[src/rtl/irq_ctrl.sv]
// irq_ctrl: four-source interrupt controller driving the CP0 hardware interrupt lines.
// Fixed priority (source 0 highest), per-source edge/level capture, non-preemptive grant/ack/EOI flow.
module irq_ctrl (
    input  logic        clk,
    input  logic        reset,
    input  logic [3:0]  src_irq,
    input  logic        we,
    input  logic [1:0]  addr,
    input  logic [31:0] wdata,
    output logic [31:0] rdata,
    input  logic        cpu_ack,
    output logic [5:0]  hwint,
    output logic [1:0]  irq_id
);
    localparam logic [1:0] ADDR_PEND  = 2'd0;
    localparam logic [1:0] ADDR_MASK  = 2'd1;
    localparam logic [1:0] ADDR_MODE  = 2'd2;
    localparam logic [1:0] ADDR_CLAIM = 2'd3;

    typedef enum logic [1:0] {
        ST_IDLE    = 2'd0,
        ST_ASSERT  = 2'd1,
        ST_SERVICE = 2'd2
    } state_t;

    state_t     state_q, state_d;
    logic [1:0] id_q, id_d;
    logic [3:0] pend_q, pend_d;
    logic [3:0] mask_q, mask_d;
    logic [3:0] mode_q, mode_d;
    logic [3:0] src_q;

    logic       wr_pend, wr_mask, wr_mode, wr_eoi;
    logic       eoi_taken;
    logic [3:0] set_pend, clr_pend;
    logic [3:0] active;
    logic [1:0] win_id;
    logic [3:0] grant_oh;
    logic [1:0] state_bits;
    logic       wdata_unused;

    assign wr_pend   = we && (addr == ADDR_PEND);
    assign wr_mask   = we && (addr == ADDR_MASK);
    assign wr_mode   = we && (addr == ADDR_MODE);
    assign wr_eoi    = we && (addr == ADDR_CLAIM);
    assign eoi_taken = wr_eoi && (state_q == ST_SERVICE);

    assign wdata_unused = ^wdata[31:4];

    // A fresh capture in the same cycle as a W1C or EOI clear keeps the bit pending.
    genvar gi;
    generate
        for (gi = 0; gi < 4; gi++) begin : g_src
            assign set_pend[gi] = mode_q[gi] ? (src_irq[gi] & ~src_q[gi]) : src_irq[gi];
            assign clr_pend[gi] = (wr_pend & wdata[gi]) | (eoi_taken && (id_q == 2'(gi)));
            assign pend_d[gi]   = set_pend[gi] | (pend_q[gi] & ~clr_pend[gi]);
        end
    endgenerate

    assign mask_d = wr_mask ? wdata[3:0] : mask_q;
    assign mode_d = wr_mode ? wdata[3:0] : mode_q;
    assign active = pend_q & mask_q;

    always_comb begin
        win_id = 2'd0;
        for (int i = 3; i >= 0; i--) begin
            if (active[i]) begin
                win_id = 2'(i);
            end
        end
    end

    // ASSERT looks at next-cycle MASK/PEND so a withdrawn request drops hwint on the following edge.
    always_comb begin
        state_d = state_q;
        id_d    = id_q;
        case (state_q)
            ST_IDLE: begin
                if (|active) begin
                    state_d = ST_ASSERT;
                    id_d    = win_id;
                end
            end
            ST_ASSERT: begin
                if (!mask_d[id_q] || !pend_d[id_q]) begin
                    state_d = ST_IDLE;
                end else if (cpu_ack) begin
                    state_d = ST_SERVICE;
                end
            end
            ST_SERVICE: begin
                if (wr_eoi) begin
                    state_d = ST_IDLE;
                end
            end
            default: begin
                state_d = ST_IDLE;
            end
        endcase
    end

    always_ff @(posedge clk) begin
        if (reset) begin
            state_q <= ST_IDLE;
            id_q    <= 2'd0;
            pend_q  <= 4'd0;
            mask_q  <= 4'd0;
            mode_q  <= 4'd0;
            src_q   <= 4'd0;
        end else begin
            state_q <= state_d;
            id_q    <= id_d;
            pend_q  <= pend_d;
            mask_q  <= mask_d;
            mode_q  <= mode_d;
            src_q   <= src_irq;
        end
    end

    assign grant_oh   = 4'b0001 << id_q;
    assign hwint      = (state_q == ST_ASSERT) ? {grant_oh, 2'b00} : 6'd0;
    assign irq_id     = (state_q == ST_IDLE) ? 2'd0 : id_q;
    assign state_bits = state_q;

    always_comb begin
        rdata = 32'd0;
        case (addr)
            ADDR_PEND:  rdata = {28'd0, pend_q};
            ADDR_MASK:  rdata = {28'd0, mask_q};
            ADDR_MODE:  rdata = {28'd0, mode_q};
            ADDR_CLAIM: rdata = {28'd0, state_bits, irq_id};
            default:    rdata = 32'd0;
        endcase
    end
endmodule

[config.mk]
export PLATFORM = sky130hd
export DESIGN_NAME = irq_ctrl
export DESIGN_NICKNAME = d
export VERILOG_FILES = /design/src/rtl/irq_ctrl.sv
export SDC_FILE = /design/constraint.sdc
export NUM_CORES = 1
export LEC_CHECK = 0
export CAP_MARGIN = 20
export CORE_ASPECT_RATIO = 0.8
export CORE_MARGIN = 8
export CORE_UTILIZATION = 30
export DETAILED_ROUTE_END_ITERATION = 16
export GPL_TIMING_DRIVEN = 1
export PLACE_DENSITY = 0.63
export SYNTH_ARGS = -nofsm -noshare
export SYNTH_HDL_FRONTEND = slang
export SYNTH_SLANG_ARGS = --single-unit
[constraint.sdc]
create_clock -name clk -period 1.7 [get_ports clk]
set_input_delay 0.34 -clock clk [delete_from_list [all_inputs] [get_ports clk]]
set_output_delay 0.34 -clock clk [all_outputs]
set_load 0.01 [all_outputs]
* After elaboration in Yosys (flattened, before gate mapping)
Cells that the tools add are included.
** Storage, ports and cells
- RAM bits :: 0
- Input bits :: 42
- Output and inout port bits :: 40
- Bits in registers :: 20
- Logic and storage cells :: 87
- Bits in read-only memories :: 0
- Bits in latches :: 0
- Memories :: 0
** Cells by class
- Order comparisons :: 1
- Reductions and logical operators :: 18
- Shift-type cells :: 1
- Muxes and demuxes :: 21
- $mul :: 0
- Equality and inequality tests :: 11
- Div/mod/pow operators :: 0
- Bitwise operators :: 29
- Add/subtract/negate cells :: 0
** Operators by type and width (number)
- $pmux 32 s4 :: 1
- $mux 2 :: 9
- $and 1x1->1 :: 12
- $eq 2x2->1 const B :: 5
- $logic_and 1x1->1 :: 9
- $not 1->1 :: 8
- $or 1x1->1 :: 8
- $eq 2x1->1 const B :: 3
- $logic_not 2->1 :: 3
- $mux 1 :: 6
- $mux 6 :: 1
- $pmux 2 s3 :: 1
- $and 4x4->4 :: 1
- $bmux 1 s2 :: 2
- $mux 4 :: 1
- $ne 2x2->1 const B :: 2
- $reduce_or 4->1 :: 1
- $shl 1x2->4 const A :: 1
- $lt 2x3->1 const B :: 1
- $ne 3x3->1 const B :: 1
- $reduce_and 3->1 :: 1
- $logic_not 1->1 :: 2
- $reduce_and 2->1 :: 1
- $logic_or 1x1->1 :: 1

* Depth between registers and ports, before layout
- Depth after elaboration :: 14
- Gate-level depth with buffers :: 6
- Depth with buffers taken out :: 5

* Least setup slack after synthesis
No wires, ideal clock.
- Path kind :: register to output
- From :: register state_q[1], in the netlist state_bits[1]
- To :: output port rdata[1]
- Path slack :: 80 ps
- Cell stages (with the launch flop) :: 4
- Path buffers :: 0
- Arrival :: 1280 ps
- Required time :: 1360 ps
- Cells stage by stage :: dfxtp_1 > nor2_1 > nor2b_1 > mux4_2
** Between the ends
- Word-level cells in the longest chain between the ends :: 3
** RTL lines
- from (decl) :: RTL line 26 : state_t state_q, state_d;
- from (signal assigned) :: RTL line 111 : state_q <= state_d;
- $logic_not 2->1 :: RTL line 122 : assign irq_id = (state_q == ST_IDLE) ? 2'd0 : id_q;
- $mux 2 :: RTL line 122
- net irq_id[1] :: RTL line 13 : output logic [1:0] irq_id
- $pmux 32 s4 :: RTL line 127 : case (addr)
- to (decl) :: RTL line 10 : output logic [31:0] rdata,
The timed path passes the listed nets, and every way through them passes these cells. The select of a mux whose other input is x is not followed.

* Worst setup path after layout
- From :: register state_q[0], in the netlist state_bits[0]
- To :: output port rdata[1]
** Between the ends
- Word-level cells in the longest chain between the ends :: 3
** RTL lines (RTL line)
- $logic_not 2->1 :: 122
- $mux 2 :: 122
- $pmux 32 s4 :: 127
Every way passes these cells. The select of a mux whose other input is x is not followed.

==> results.toml <==
[setup_path]
cp.depth = 5
critPathKind = "flop to output port"
crit_fanout = 3
crit_family = "multiplexers"
crit_slowest_cell = "mux4_2"
critPathArrivalTime_ns = 1.48
required_ns = 1.36
cp_cell_sequence = "nor2_1 > buf_4 > nor2b_4 > mux4_2 > buf_6"
path_buf_inv = 2
worst_setup_path_start_kind = "flop"
worstSetupEndpointType = "output port"
slowest_delay_ns = 0.48
reg2reg_depth = 5

[sta]
setup_viol = 2
finClkSkew_ns = 0.00136
rsz0062_at_grt = "yes"
timing.final.crit_period_ns = 1.82
slew_violations = 0
finalHoldViolations = 0
fin_ws_ns = -0.121
tns_ns = -0.228
fmax_mhz = 549
period_share_pct = 107

[finish]
stdcell_count = 274
area_growth_pct = 36.6
drive_gt1_share_pct = 34.6
num_antenna_cells = 0
fin_nets = 258
fin_area_um2 = 1900

[clocking]
cts_hold_buffers = 0
numCtsBuffers = 3
clock_latency_ns = 0.26
h-tree-depth = 1
cts_buffer_depth = 2
cts.clk_slew.worst_paths_ns = 0.07
cts.sinks = 20
clk_root_buffer_cell = "clkbuf_8"
cts_tree = "done"

[route]
antenna_left = 0
route.vias.total = 1203
wl_um = 3780
detail_route.vias_per_cell = 4.39
dr.pass1.iters = 4
drc_errors = 0
drt_iter0_drc = 68
routedWlPerCell_um = 13.8

[logic_synthesis]
avgSynthCellArea_um2 = 9.02
muxShareOfSynthArea_pct = 16.8
yosysSeqAreaShare_pct = 28.8
synthArstFlopShare_pct = 0
synthAdderAreaFrac_pct = 0
synth_cell_types = 35
synth_seq_cells = 20
synth_warnings = 0
synth_top_family_by_area = "buffers and inverters"
synth_xor_area_share_pct = 0
yosys_most_used_dff = "dfxtp_1"
syn_area_um2 = 1390
synth_edf_count = 0
synth_simple_gate_area_share_pct = 17.1
synth-compound-area-share_pct = 16.6
syn_inst = 154

[floorplanning]
core_area_um2 = 4510
initial_core_util_pct = 30.8
die_h_um = 76.9
std_cell_rows = 22
die-area_um2 = 7080
die-width_um = 92.1
io_pins = 82

[global_route]
grt_use_met2_pct = 15.6
gr-max-usage-layer = "met2"
grt_max_degree = 21
grt.overflow.total = 0
grt_usage_pct = 10.4
antenna_found_initial = 0
grt_pass1_wl_um = 6010
use_met3_pct = 3.40
grt_pass1_vias = 1202
grt_util_met1_pct = 14.2

[run_status]
violations = "negative setup slack"
status = "finished with violations"

[placed_design]
gp_congestion = 0.864
port_buffers = 23
placed_cells = 268
placed_cell_area_um2 = 1820
dpl.hpwl_um = 3040

[hold_path]
hold_class = "flop to flop"
min_path_cells = 3

[pwr]
switching_power_uw = 329
internal_power_uw = 809
p_leak_nw = 0.867
power_frac_clock_pct = 27.5
p_per_area_nw_per_um2 = 600
p_sw_share_pct = 28.9
peakVddDrop_v = 0.000386
p_comb_share_pct = 28.1
seq_power_share_pct = 44.4

[flow_run]
maxCapViolCount = 0
[Yosys cell counts (2+ instances only)]
cell,n,share of area (%)
mux2i_1,11,7.9
nand2_1,15,4.1
inv_1,4,1.1
nand2b_1,3,1.4
nor2_1,15,4.1
nor2b_1,5,2.3
a22o_1,2,1.3
or2_2,3,1.4
buf_6,2,1.6
o221ai_1,4,2.5
clkbuf_1,2,0.54
o21ai_0,2,0.72
dfxtp_1,20,29
buf_4,31,17
a21oi_1,8,2.9
a31oi_1,3,1.4
mux4_2,5,8.1
a211oi_1,2,1.1
[path summary, 6_finish.rpt]
check                        to  slack, ns          start
setup / recovery       rdata[1]      -0.12  state_bits[0]
hold / removal        pend_q[3]       0.53       src_q[3]
setup reg to reg  state_bits[0]       0.09        id_q[0]
hold reg to reg       pend_q[3]       0.53       src_q[3]
[final cells by class]
class / instances / area [um2]
Clock buffer: 3 / 41.3
Fill cell: 470 / 2620
Inverter: 4 / 15.0
Multi-Input combinational cell: 123 / 838
Sequential cell: 20 / 404
Tap cell: 60 / 75.1
Timing Repair Buffer: 64 / 523
[layout by cell type, fill, tap and decap left out, types with 2 or more instances in the layout]
| master | synthesis | layout |
|---|---|---|
| mux4_2 | 5 | 5 |
| dfxtp_1 | 20 | 17 |
| clkbuf_8 | 0 | 3 |
| or2_2 | 3 | 3 |
| a21oi_1 | 8 | 8 |
| dlygate4sd2_1 | 0 | 3 |
| buf_4 | 31 | 37 |
| clkdlybuf4s50_1 | 0 | 10 |
| buf_6 | 2 | 7 |
| nor2b_1 | 5 | 4 |
| o221ai_1 | 4 | 3 |
| a22o_1 | 2 | 2 |
| dfxtp_2 | 0 | 3 |
| nand2b_1 | 3 | 3 |
| nand2_1 | 15 | 14 |
| o21ai_0 | 2 | 2 |
| conb_1 | 1 | 30 |
| a31oi_1 | 3 | 3 |
| buf_2 | 1 | 2 |
| inv_1 | 4 | 4 |
| nor2_1 | 15 | 14 |
| clkbuf_2 | 0 | 4 |
| mux2i_1 | 11 | 11 |
| a211oi_1 | 2 | 2 |
[tightest hold or removal path: stages, from the launching register on]
cell	delay, ns
dfxtp_1	0.31
nand2_1	0.06
nand2_1	0.06
a21oi_1	0.05
[timing repair]
| action | 4_1_cts | 5_1_grt |
|---|---|---|
| cloned | 1 | 0 |
| pin swaps | 0 | 1 |
| gates resized for setup | 34 | 17 |
| buffers inserted | 0 | 2 |
| endpoints found under the setup margin | 13 | 10 |
[flip-flops by register name, indices dropped and copies added, names as in the netlist]
register	count
id_q	2
src_q	4
mode_q	4
state_bits	2
mask_q	4
pend_q	4
[metal layers]
| metal | part of all wire, % | wire length [um] | up-vias |
|---|---|---|---|
| met5 | 0 | 0 | - |
| met4 | 0.21 | 8 | 0 |
| met3 | 8.3 | 313 | 2 |
| met2 | 45 | 1710 | 41 |
| met1 | 46 | 1750 | 553 |
| li1 | - | - | 607 |
[power by group through the flow]
stage	Clock (mW)	Combinational [mW]	Sequential, mW
global placement	0	0.303	0.515
CTS	0.329	0.308	0.504
finish	0.313	0.319	0.505
floorplan	0	0.207	0.520
detailed placement	0	0.305	0.516
global route	0.349	0.347	0.508
[stage by stage]
step,setup slack [ns],util (%),hold slack (ns),total power [mW]
6_report,-0.121,42.0,0.527,1.14
5_1_grt,-0.165,42.0,0.571,1.20
4_1_cts,-0.123,41.4,0.530,1.14
3_5_place_dp,-0.630,40.3,0.518,0.821
3_3_place_gp,-0.633,40.3,0.511,0.818
2_1_floorplan,0.0804,-,0.468,0.726
[cell families after synthesis]
kind of cell,Yosys count
other,1
DFF,20
muxes,17
AOI/OAI and AO/OA,29
buffers and inverters,40
and+or+nand+nor,47
No activity file was read; power rests on OpenSTA's default activity.
